$ cat src/rtl/instruction_fetch_unit.sv
// ============================================================================
// instruction_fetch_unit
// ----------------------------------------------------------------------------
// IF stage of the 5-stage LEGv8 pipeline.
//
// It owns the fetch PC and fetches from instruction memory over a req/ack
// handshake. It writes the IF/ID pipeline register that decode consumes, and
// it applies decode-stage branch redirects plus hazard stalls and flushes.
//
// Optional feature macro: FETCH_PERF_EN
//   When defined, the FetchBubbleCnt output is added. It is a saturating count
//   of edges where the IF/ID register receives a bubble while not stalled.
//
// Parameters
//   ADDR_W    PC / address width
//   RESET_PC  PC loaded on reset; first fetch address
//
// Ports
//   clk            clock, all state updates on posedge
//   reset          asynchronous active-low reset
//   StallF         hazard stall: hold PC and IF/ID register
//   FlushD         clear ValidD on the next edge
//   BrTakenD       branch taken in decode, redirect fetch to pcBrD
//   pcBrD          branch target (used as given, may be unaligned)
//   imem_req       fetch request valid
//   imem_addr      fetch address, stable while imem_req && !imem_ack
//   imem_ack       memory returns imem_rdata this cycle
//   imem_rdata     instruction word, valid with imem_ack
//   InstrD         IF/ID instruction
//   pcD            IF/ID PC of InstrD
//   ValidD         IF/ID holds a real instruction (0 = bubble)
//   FetchBubbleCnt bubble counter (only with FETCH_PERF_EN)
// ============================================================================
module instruction_fetch_unit #(
    parameter int                 ADDR_W   = 64,
    parameter logic [ADDR_W-1:0]  RESET_PC = '0
) (
    input  logic              clk,
    input  logic              reset,
    input  logic              StallF,
    input  logic              FlushD,
    input  logic              BrTakenD,
    input  logic [ADDR_W-1:0] pcBrD,
    output logic              imem_req,
    output logic [ADDR_W-1:0] imem_addr,
    input  logic              imem_ack,
    input  logic [31:0]       imem_rdata,
    output logic [31:0]       InstrD,
    output logic [ADDR_W-1:0] pcD,
    output logic              ValidD
`ifdef FETCH_PERF_EN
    ,
    output logic [31:0]       FetchBubbleCnt
`endif
);

    typedef enum logic [1:0] {
        IDLE  = 2'd0,
        FETCH = 2'd1,
        HELD  = 2'd2,
        DROP  = 2'd3
    } state_t;

    localparam logic [ADDR_W-1:0] PC_STEP = ADDR_W'(4);

    state_t            state;
    state_t            state_n;
    logic [ADDR_W-1:0] pc_f;
    logic [ADDR_W-1:0] pc_f_n;
    logic [ADDR_W-1:0] drop_addr;
    logic [ADDR_W-1:0] drop_addr_n;
    logic              skid_valid;
    logic              skid_valid_n;
    logic [31:0]       skid_instr;
    logic [31:0]       skid_instr_n;
    logic [ADDR_W-1:0] skid_pc;
    logic [ADDR_W-1:0] skid_pc_n;
    logic [31:0]       instr_n;
    logic [ADDR_W-1:0] pc_d_n;
    logic              valid_n;
    logic              req_n;
    logic [ADDR_W-1:0] addr_n;

`ifdef FETCH_PERF_EN
    logic [31:0]       bubble_cnt_n;
`endif

    // Next-state logic. Priority is redirect > flush > stall > normal.
    // By default the IF/ID register holds under a stall and otherwise
    // receives a bubble; only an accepted word turns ValidD on.
    always_comb begin
        state_n      = state;
        pc_f_n       = pc_f;
        drop_addr_n  = drop_addr;
        skid_valid_n = skid_valid;
        skid_instr_n = skid_instr;
        skid_pc_n    = skid_pc;
        instr_n      = InstrD;
        pc_d_n       = pcD;
        valid_n      = StallF ? ValidD : 1'b0;

        if (BrTakenD) begin
            pc_f_n       = pcBrD;
            valid_n      = 1'b0;
            skid_valid_n = 1'b0;
            // An un-acked request cannot be withdrawn without breaking the
            // handshake, so it is finished in DROP and its word thrown away.
            if (imem_req && !imem_ack) begin
                state_n     = DROP;
                drop_addr_n = imem_addr;
            end else begin
                state_n = FETCH;
            end
        end else begin
            case (state)
                IDLE: begin
                    state_n = FETCH;
                end
                FETCH: begin
                    if (imem_ack) begin
                        pc_f_n = pc_f + PC_STEP;
                        if (StallF) begin
                            // Decode cannot take the word now; park it.
                            skid_valid_n = 1'b1;
                            skid_instr_n = imem_rdata;
                            skid_pc_n    = pc_f;
                            state_n      = HELD;
                        end else begin
                            instr_n = imem_rdata;
                            pc_d_n  = pc_f;
                            valid_n = 1'b1;
                        end
                    end
                end
                HELD: begin
                    if (!StallF) begin
                        instr_n      = skid_instr;
                        pc_d_n       = skid_pc;
                        valid_n      = skid_valid;
                        skid_valid_n = 1'b0;
                        state_n      = FETCH;
                    end
                end
                DROP: begin
                    if (imem_ack) begin
                        state_n = FETCH;
                    end
                end
                default: begin
                    state_n = IDLE;
                end
            endcase

            if (FlushD) begin
                valid_n = 1'b0;
            end
        end

        // The memory-side outputs are registered from the next state so they
        // come straight from flops and drop asynchronously on reset.
        req_n  = (state_n == FETCH) || (state_n == DROP);
        addr_n = (state_n == DROP) ? drop_addr_n : pc_f_n;
    end

`ifdef FETCH_PERF_EN
    // Counts bubble edges that are not simply a stalled hold; saturates.
    always_comb begin
        bubble_cnt_n = FetchBubbleCnt;
        if (!valid_n && !StallF && (FetchBubbleCnt != 32'hFFFF_FFFF)) begin
            bubble_cnt_n = FetchBubbleCnt + 32'd1;
        end
    end

    always_ff @(posedge clk or negedge reset) begin
        if (!reset) begin
            FetchBubbleCnt <= 32'd0;
        end else begin
            FetchBubbleCnt <= bubble_cnt_n;
        end
    end
`endif

    // Fetch FSM, PC, skid buffer and IF/ID register.
    always_ff @(posedge clk or negedge reset) begin
        if (!reset) begin
            state      <= IDLE;
            pc_f       <= RESET_PC;
            drop_addr  <= RESET_PC;
            skid_valid <= 1'b0;
            skid_instr <= 32'h0;
            skid_pc    <= RESET_PC;
            InstrD     <= 32'h0;
            pcD        <= RESET_PC;
            ValidD     <= 1'b0;
            imem_req   <= 1'b0;
            imem_addr  <= RESET_PC;
        end else begin
            state      <= state_n;
            pc_f       <= pc_f_n;
            drop_addr  <= drop_addr_n;
            skid_valid <= skid_valid_n;
            skid_instr <= skid_instr_n;
            skid_pc    <= skid_pc_n;
            InstrD     <= instr_n;
            pcD        <= pc_d_n;
            ValidD     <= valid_n;
            imem_req   <= req_n;
            imem_addr  <= addr_n;
        end
    end

endmodule
$ cat config.mk
export PLATFORM = sky130hd
export DESIGN_NAME = instruction_fetch_unit
export DESIGN_NICKNAME = d
export VERILOG_FILES = /design/src/rtl/instruction_fetch_unit.sv
export SDC_FILE = /design/constraint.sdc
export NUM_CORES = 1
export LEC_CHECK = 0
export CAP_MARGIN = 40
export CORE_UTILIZATION = 55
export CTS_CLUSTER_SIZE = 25
export DETAILED_ROUTE_END_ITERATION = 12
export PLACE_DENSITY = 0.81
export SLEW_MARGIN = 20
export SYNTH_ARGS = -nofsm -noshare
export SYNTH_HDL_FRONTEND = slang
export SYNTH_SLANG_ARGS = --single-unit
export TNS_END_PERCENT = 1
$ cat constraint.sdc
create_clock -name clk -period 3.9 [get_ports clk]
set_input_delay 0.39 -clock clk [delete_from_list [all_inputs] [get_ports clk]]
set_output_delay 0.39 -clock clk [all_outputs]
set_load 0.01 [all_outputs]
==> results of run 1 <==
## worst paths after layout
| kind | end | startpoint |
|---|---|---|
| min in group asynchronous | skid_instr[18]$_DFFE_PN0P_ | reset |
| setup reg to reg | imem_addr[48]$_DFF_PN0_ | state[0]$_DFF_PN0_ |
| max in group asynchronous | skid_pc[26]$_DFFE_PN0P_ | reset |
| hold / removal | skid_valid$_DFFE_PN0P_ | BrTakenD |
| setup / recovery | imem_addr[48]$_DFF_PN0_ | state[0]$_DFF_PN0_ |
| hold reg to reg | pcD[1]$_DFFE_PN0P_ | pcD[1]$_DFFE_PN0P_ |
## power by group
group          leakage (nW)  internal, mW  switching (mW)
logic                  3.52          2.78            2.36
clock network         0.600          2.10            1.51
registers              4.71          5.64           0.944
total                  8.83          10.5            4.82
## registers in the layout (all words and copies together) (netlist names)
register / flops
pcD: 64
InstrD: 32
drop_addr: 64
skid_pc: 64
skid_valid: 1
imem_addr: 64
pc_f: 64
state: 2
ValidD: 1
skid_instr: 32
## cells in the final DEF, fill, tap and decap left out, types with 23 or more instances in the layout
cell and n:
clkdlybuf4s50_1 261, nor3_1 26, nand2_1 186, clkbuf_16 41, mux2_2 201, a31oi_1 23, mux2i_1 98, xnor2_1 30
o21ai_0 144, nand3_1 24, nand4_1 25, nor2_1 54, dfrtp_1 388
## per-stage QoR
stage	hold slack [ns]	utilization [%]	total power, mW
after floorplan	0.09441	-	9.181
after global placement	0.4593	66.72	11.48
after detailed placement	0.4561	66.72	11.78
after CTS	0.3570	70.81	15.44
after global routing	0.3910	70.82	16.20
final	0.3729	70.82	15.35
## kinds of logic (layout without fill, tap and decap cells)
group	count (synthesis)	in the layout	synth area share [%]
buffers and inverters	107	366	2.449
other	0	1	0
and+or+nand+nor	374	374	10.50
AOI/OAI and AO/OA	216	216	7.334
DFF	388	388	57.60
adders and majority gates	6	6	0.4454
xor gates and xnor gates	45	45	2.338
muxes	300	300	19.34
## routing by layer
layer	track usage, %	vias up	share of wire, %	wire length [um]
met2	45.02	445	48	20520
met4	9.411	2	2.7	1168
met5	0	-	0.023	10
met3	4.489	81	6.5	2787
li1	-	5546	-	-
met1	38.17	6153	43	18240
## final cells by class
class	instances	share of cell area, %
inverters	16	0.2839
clock buffers	52	5.186
diodes	1	0.01183
multi-input cells	941	32.08
clock inverters	12	0.5500
repair buffers	286	13.70
flip-flops and latches	388	45.89
well taps	390	2.306
==> out/metrics.yaml, run 1 <==
outcome:
  status: "completed"
clock_tree:
  path_clk_slew_ns: 0.06
  cts.sinks: 388
  insertion_delay_ns: 0.52
  clk_path_buf_depth: 3
  cts_hold_buf: 1
  cts_tree: "done"
  cts_root_buffer: "clkbuf_16"
  cts_resized: 0
  numCtsBuffers: 40
  post_cts_buffers: 0
  h-tree-depth: 2
synthesis:
  synth-async-reset-ratio_pct: 100.0
  netlist_area_um2: 16860
  synth-seq-area-share_pct: 57.60
  synth_common_cells: "dfrtp_1 (388), mux2_2 (201), nand2_1 (187)"
  avgSynthCellArea_um2: 11.74
  synth_seq_cells: 388
  synth_cells: 1436
  synth_top_area_share_pct: 57.60
  synth_top_cell_by_area: "dfrtp_1"
  yosys_warnings: 0
  synth_edf_count: 0
  synth.distinct_cells: 53
  synth-main-ff-cell: "dfrtp_1"
  synth_area_leaders: "dfrtp_1 (58%), mux2_2 (13%), mux2i_1 (5.8%)"
  syn_nets: 1544
  synth_most_common_cell: "dfrtp_1"
die:
  die_h_um: 177.1
  die_area_um2: 31350
  core-area_um2: 29870
  start_util_pct: 56.42
  ioPinCount: 264
  die_w_um: 177.1
  row_count: 63
power_and_ir_drop:
  p_leak_nw: 8.829
  pwr_density_cell_nw_per_um2: 725.3
  peakVddDrop_mv: 0.4239
critical_path:
  reg2reg_depth: 9
  cp_slowest_cell: "dfrtp_1"
  slowest_delay_ns: 0.52
  cp_max_fo: 66
  r2r_slack_ns: 0.75
  cp_num_buf_inv: 2
  arrival_ns: 3.55
  path_class: "reg2reg"
  setup.worst_path.end_class: "flop"
  start_kind: "flop"
  critPathTopFamily: "compound AO/OA/AOI/OAI gates"
  crit_required_ns: 4.30
  cp_cell_sequence: "ha_1 > and2_1 > a21oi_1 > o41ai_2 > buf_4 > nand2_4 > buf_12 > a31oi_1 > a21bo_2"
  cp.depth: 9
global_route:
  grt_max_degree: 133
  antenna_found_initial: 2
  grt_pass1_wl_um: 67760
  grt_pass1_vias: 12530
  grt_util_all_layers_pct: 27.80
  gr-total-overflow: 0
route:
  ant_nets: 0
  wl_per_cell_um: 20.48
  vias_per_cell: 5.861
  dr.pass1.iters: 6
  wirelength_um: 42720
  drc: 0
  drt_first_iter_violations: 916
  route.vias.total: 12230
flow_run:
  drv_cap: 0
placement:
  dp_hpwl_um: 28700
  dp.cells: 2020
  dp_slack_ns: 0.7374
  place_area_um2: 19930
  io_buffers: 263
  globalplace.congestion: 0.8780
timing:
  skew_ns: 0.01048
  fin_ws_ns: 0.7545
  fin_setup_tns_ns: 0
  setup_viol: 0
  fin_crit_sh_pct: 80.65
  maxSlewViolCount: 0
  hold_viol: 0
  worstMarginPinSlew_ns: 0.8162
  grt_setup_unrepaired: "no"
  fmax_mhz: 317.9
  max_slew_margin_pct: 45.13
  min_period_ns: 3.145
finish:
  nets: 1781
  design_area_um2: 21160
  seq_area_um2: 9709
  fill_cells: 2046
  area_growth_pct: 25.52
  final_cells: 2086
  multi_input_area_um2: 6787
  drive_gt1_share_pct: 18.05
worst_hold_path:
  worstHoldPathType: "in2reg"
  hold_depth: 2
Power figures use the tool's default switching activity.
==> run 2: changes to the inputs <==
--- a/config.mk
+++ b/config.mk
@@ -6,10 +6,10 @@
 export NUM_CORES = 1
 export LEC_CHECK = 0
 export CAP_MARGIN = 40
-export CORE_UTILIZATION = 55
+export CORE_UTILIZATION = 49
 export CTS_CLUSTER_SIZE = 25
 export DETAILED_ROUTE_END_ITERATION = 12
-export PLACE_DENSITY = 0.81
+export PLACE_DENSITY = 0.77
 export SLEW_MARGIN = 20
 export SYNTH_ARGS = -nofsm -noshare
 export SYNTH_HDL_FRONTEND = slang
==> constraint.sdc (replaced) <==
create_clock -name clk -period 2.53 [get_ports clk]
set_input_delay 0.253 -clock clk [delete_from_list [all_inputs] [get_ports clk]]
set_output_delay 0.253 -clock clk [all_outputs]
set_load 0.01 [all_outputs]
==> run 2 against run 1 <==
Against the previous run: global-route usage is 2.9 points lower; non-clock buffer count is 68 higher; sequential share of layout area decreased by 1.9 points; critical endpoint is now pc_f[58]$_DFF_PN0_; highest routed layer unchanged.
==> out/metrics.yaml, run 2 (synthesis gave the netlist of run 1 again) <==
finish:
  final_common_cell: "dfrtp_1"
  most-common-layout-cells: "dfrtp_1 (387), clkdlybuf4s50_1 (261), mux2_2 (201)"
  drive_gt1_share_pct: 22.66  # +4.6 points
  final_cells: 2219  # +6.4%
  nets: 1849  # +3.8%
  design_area_um2: 22100  # +4.4%
  fill_cells: 2533  # +24%
  seq_area_um2: 9711  # about the same
  multi_input_area_um2: 6873  # +1.3%
  area_growth_pct: 31.10
route:
  dr.pass1.iters: 6  # unchanged
  drc: 0  # unchanged
  route.vias.total: 12380  # +1.3%
  wl_per_cell_um: 19.54  # -4.6%
  wirelength_um: 43360  # +1.5%
  drt_first_iter_violations: 668  # -27%
  vias_per_cell: 5.580  # -4.8%
  ant_nets: 0  # unchanged
critical_path:
  start_kind: "flop"
  path_class: "reg2reg"
  setup.worst_path.end_class: "flop"
  arrival_ns: 2.90  # -0.65 ns
  cp_max_fo: 9  # -86%
  r2r_slack_ns: 0.05  # -0.71 ns
  crit_required_ns: 2.94  # -1.36 ns
power_and_ir_drop:
  peakVddDrop_mv: 0.6646  # +57%
  switchingPower_mw: 7.533  # +56%
  switching_share_pct: 30.90  # -0.49 points
  sequentialPowerShare_pct: 41.3  # -1.6 points
  p_leak_nw: 9.281  # +5.1%
  power_mw: 24.38  # +59%
  internal_power_mw: 16.85  # +60%
  p_clk_share_pct: 25.1  # +1.5 points
  p_comb_share_pct: 33.5  # about the same
  pwr_density_cell_nw_per_um2: 1103  # +52%
clock_tree:
  cts_root_buffer: "clkbuf_16"
  post_cts_buffers: 0  # unchanged
  h-tree-depth: 2  # unchanged
  path_clk_slew_ns: 0.07  # about the same
  cts.sinks: 388  # unchanged
  insertion_delay_ns: 0.53  # about the same
  cts_tree: "done"
  clk_path_buf_depth: 3  # unchanged
  numCtsBuffers: 40  # unchanged
timing:
  fmax_mhz: 402.6  # +27%
  hold_viol: 0  # unchanged
  fin_crit_sh_pct: 98.18  # +18 points
  maxSlewViolCount: 0  # unchanged
  max_slew_margin_pct: 52.59  # +7.5 points
  setup_viol: 0  # unchanged
  grt_setup_unrepaired: "yes"
  skew_ns: 0.02294  # +0.01247 ns
  fin_ws_ns: 0.04609  # -0.7085 ns
  fin_setup_tns_ns: 0  # unchanged
  worstMarginPinSlew_ns: 0.7111  # -0.1051 ns
  min_period_ns: 2.484  # -0.6615 ns
flow_run:
  drv_cap: 0  # unchanged
global_route:
  grt_util_all_layers_pct: 24.87  # -2.9 points
  grt_max_degree: 137  # +3.0%
  antenna_found_initial: 2  # unchanged
  grt_pass1_wl_um: 69200  # +2.1%
  grt_pass1_vias: 12690  # +1.2%
  gr-total-overflow: 0  # unchanged
placement:
  dp.cells: 2146  # +6.2%
  dp_hpwl_um: 30030  # +4.6%
  io_buffers: 263  # unchanged
  dp_slack_ns: -0.1260  # -0.8634 ns
  globalplace.congestion: 0.8680  # -1.1%
  place_area_um2: 20610  # +3.4%
outcome:
  status: "completed"
die:
  die_h_um: 187.5  # +5.9%
  row_count: 67  # +6.3%
  die_w_um: 187.5  # +5.9%
  ioPinCount: 264  # unchanged
  core-area_um2: 33700  # +13%
  die_area_um2: 35150  # +12%
  start_util_pct: 50.02  # -6.4 points
worst_hold_path:
  worstHoldPathType: "in2reg"
run 2: layer usage:
| metal | track usage, % | up-vias | wire [um] |
|---|---|---|---|
| met5 | 0 | - | 12 |
| met4 | 8.380 | 2 | 1245 |
| met3 | 5.028 | 93 | 2674 |
| met2 | 39.58 | 420 | 20350 |
| met1 | 34.15 | 6178 | 19080 |
| li1 | - | 5690 | - |
run 2: per-stage QoR:
step | util, % | hold WS, ns
finish | 65.58 | 0.06909
global route | 65.58 | 0.07301
CTS | 65.34 | 0.05772
detailed placement | 61.17 | 0.2474
global placement | 61.17 | 0.2400
floorplan | - | -0.04259
run 2: area by class of cell:
| class | count | area share [%] |
|---|---|---|
| clock inverter | 16 | 0.9116 |
| multi-input combinational | 941 | 31.10 |
| clock buffer | 55 | 5.333 |
| timing repair buffer | 354 | 15.89 |
| antenna | 1 | 0.01132 |
| inverter | 16 | 0.2718 |
| tap | 448 | 2.537 |
| sequential | 388 | 43.94 |
run 2: repair_timing:
| action | 4_1_cts | 5_1_grt |
|---|---|---|
| endpoints found under the hold margin | 52 | 0 |
| cloned | 0 | 0 |
| hold buffers | 1 | 0 |
| resized for setup | 2 | 16 |
| endpoints found under the setup margin | 7 | 36 |
| pin swaps | 0 | 1 |
run 2: path summary, 6_finish.rpt:
kind / start / end / depth (start not counted)
worst max-delay path: pc_f[25]$_DFF_PN0_ / pc_f[58]$_DFF_PN0_ / 8
max in group asynchronous: reset / drop_addr[22]$_DFF_PN0_ / 4
worst min register to register: pcD[1]$_DFFE_PN0P_ / pcD[1]$_DFFE_PN0P_ / 2
worst min-delay path: BrTakenD / state[1]$_DFF_PN0_ / 2
min in group asynchronous: reset / InstrD[20]$_DFFE_PN0P_ / 2
worst max register to register: pc_f[25]$_DFF_PN0_ / pc_f[58]$_DFF_PN0_ / 8
run 2: worst max-delay path, stage by stage, from the launching register on:
cell     delay [ns]
dfrtp_1        0.48
nand4_4        0.14
buf_4          0.19
nor3_1         0.28
buf_4          0.20
nand3_1        0.23
nor4b_1        0.41
xor2_1         0.15
mux2_2         0.29
run 2: power by group through the flow:
stage	clock, mW	sequential, mW	combinational (mW)
after detailed placement	0	10.2	8.15
final	6.13	10.1	8.17
after global routing	6.50	10.3	8.87
after CTS	6.23	10.1	8.22
after global placement	0	10.0	7.91
after floorplan	0	10.3	3.87
==> run 3: changes to the inputs <==
--- a/config.mk
+++ b/config.mk
@@ -10,6 +10,7 @@
 export CTS_CLUSTER_SIZE = 25
 export DETAILED_ROUTE_END_ITERATION = 12
 export PLACE_DENSITY = 0.77
+export SKIP_LAST_GASP = 1
 export SLEW_MARGIN = 20
 export SYNTH_ARGS = -nofsm -noshare
 export SYNTH_HDL_FRONTEND = slang
==> run 3 against run 2 <==
Against the previous run: the flow now finishes with violations (setup timing); highest routed layer unchanged; critical endpoint is now imem_addr[55]$_DFF_PN0_; global-route usage hardly changed; critical path type unchanged; largest power group unchanged; clock-buffer cell count unchanged; power fell by 0.19%; die area unchanged; hold slack better by 0.029 ns; sequential cell count is the same; via count down 0.11%; critical path depth rose by 1.
==> out/metrics.yaml, run 3 (synthesis gave the netlist of run 1 again) <==
timing:
  min_period_ns: 2.548  # +0.06424 ns
  fin_crit_sh_pct: 100.7  # +2.5 points
  max_slew_margin_pct: 52.38  # -0.21 points
  maxSlewViolCount: 0  # unchanged
  skew_ns: 0.02617  # +0.003228 ns
  fmax_mhz: 392.4  # -2.5%
  grt_setup_unrepaired: "yes"
  timing.hold.ws_ns: 0.09848  # +0.02939 ns
  worstMarginPinSlew_ns: 0.7143  # +0.003190 ns
  fin_ws_ns: -0.01815  # -0.06424 ns
  setup_viol: 3  # +3
  hold_viol: 0  # unchanged
die:
  ioPinCount: 264  # unchanged
  die_h_um: 187.5  # unchanged
  start_util_pct: 50.02  # unchanged
  die_area_um2: 35150  # unchanged
  die_w_um: 187.5  # unchanged
  core-area_um2: 33700  # unchanged
  row_count: 67  # unchanged
critical_path:
  slowest_delay_ns: 0.63  # +0.15 ns
  cp_slowest_cell: "o41ai_2"
  timing.critical_path.from: "state[0]$_DFF_PN0_"
  start_kind: "flop"
  crit_required_ns: 2.95  # about the same
  cp_max_fo: 40  # +31
  cp_cell_sequence: "buf_4 > inv_1 > ha_4 > a221oi_1 > o41ai_2 > nand2_4 > buf_12 > a31oi_1 > a21bo_2"
  r2r-start: "state[0]$_DFF_PN0_"
  setup.worst_path.end_class: "flop"
  path_class: "reg2reg"
  arrival_ns: 2.96  # +0.06 ns
route:
  drt_first_iter_violations: 659  # -1.3%
  wl_met1_um: 19140  # +0.29%
  ant_nets: 0  # unchanged
  wl_met2_um: 20360  # about the same
  wl_per_cell_um: 19.56  # about the same
  dr.pass1.iters: 5  # -1
  wl_met3_um: 2713  # +1.5%
  drc: 0  # unchanged
  vias_per_cell: 5.574  # -0.11%
  wirelength_um: 43400  # about the same
  route.vias.total: 12370  # -0.11%
  highest_layer: "met5"
worst_hold_path:
  worstHoldPathType: "in2reg"
  min_from: "BrTakenD"
clock_tree:
  cts_tree: "done"
  cts_root_buffer: "clkbuf_16"
  insertion_delay_ns: 0.54  # about the same
  h-tree-depth: 2  # unchanged
  cts.sinks: 388  # unchanged
  path_clk_slew_ns: 0.07  # about the same
  clk_path_buf_depth: 3  # unchanged
  post_cts_buffers: 0  # unchanged
  numCtsBuffers: 40  # unchanged
placement:
  dp_hpwl_um: 30030  # unchanged
  dp.cells: 2146  # unchanged
  io_buffers: 263  # unchanged
  dp_slack_ns: -0.1260  # unchanged
  globalplace.congestion: 0.8680  # unchanged
global_route:
  grt_util_all_layers_pct: 24.88  # about the same
  gr-total-overflow: 0  # unchanged
  antenna_found_initial: 2  # unchanged
  grt_pass1_vias: 12680  # -0.063%
  grt_max_degree: 137  # unchanged
  grt_pass1_wl_um: 69200  # unchanged
power_and_ir_drop:
  peakVddDrop_mv: 0.6618  # -0.42%
  p_leak_nw: 9.269  # -0.13%
  power_mw: 24.34  # -0.19%
  pwr_density_cell_nw_per_um2: 1105  # +0.12%
finish:
  final_cells: 2219  # unchanged
  most-common-layout-cells: "dfrtp_1 (388), clkdlybuf4s50_1 (261), mux2_2 (201)"
  drive_gt1_share_pct: 21.98  # -0.68 points
  final_common_cell: "dfrtp_1"
  nets: 1849  # unchanged
  area_growth_pct: 30.69
  final_core_util_pct: 65.37  # -0.21 points
outcome:
  violations: "setup timing"
  status: "complete, but fails checks"
flow_run:
  drv_cap: 0  # unchanged
[run 3: cell type report]
| type | instances | area (um2) |
|---|---|---|
| fillers | 2553 | 11670 |
| flip-flops and latches | 388 | 9709 |
| multi-input cells | 941 | 6808 |
| repair buffers | 354 | 3508 |
| clock buffers | 55 | 1179 |
| well taps | 448 | 560.5 |
| clock inverters | 16 | 201.4 |
| inverters | 16 | 60.06 |
| diodes | 1 | 2.502 |
[run 3: what timing repair did]
item,4_1_cts,5_1_grt
hold endpoints to repair,52,0
cloned,0,0
setup endpoints to repair,7,37
resized for setup,1,3
hold buffers,1,0
[run 3: where the power goes]
part | internal [mW] | switching, mW
clock | 3.68 | 2.45
combinational | 4.45 | 3.67
sequential | 8.70 | 1.39
[run 3: final timing paths]
check	cells past startpoint	slack, ns	end
worst max-delay path	9	-0.02	imem_addr[55]$_DFF_PN0_
worst min-delay path	2	0.1	state[1]$_DFF_PN0_
worst max register to register	9	-0.02	imem_addr[55]$_DFF_PN0_
worst min register to register	2	0.48	pcD[1]$_DFFE_PN0P_
max in group asynchronous	4	1.36	drop_addr[22]$_DFF_PN0_
min in group asynchronous	2	0.28	InstrD[20]$_DFFE_PN0P_
[run 3: layer usage]
metal,vias to the layer above,track usage [%]
met5,-,0
met1,6187,34.20
met3,88,5.028
met4,2,8.380
li1,5689,-
met2,403,39.53
[run 3: through the flow]
stage / instance area, um2 / TNS, ns
floorplan: 16860 / -0.08206
global placement: 20610 / -0.4347
detailed placement: 20610 / -1.041
CTS: 22010 / -0.01090
global route: 22030 / -2.573
finish: 22030 / -0.04424
[run 3: worst max-delay path: cells and delay by family (launching register included)]
kind / cells / cell delay, ns
simple gates: 1 / 0.16
compound gates: 4 / 1.16
buf+inv: 3 / 0.51
flops: 1 / 0.38
fa+ha+maj: 1 / 0.19
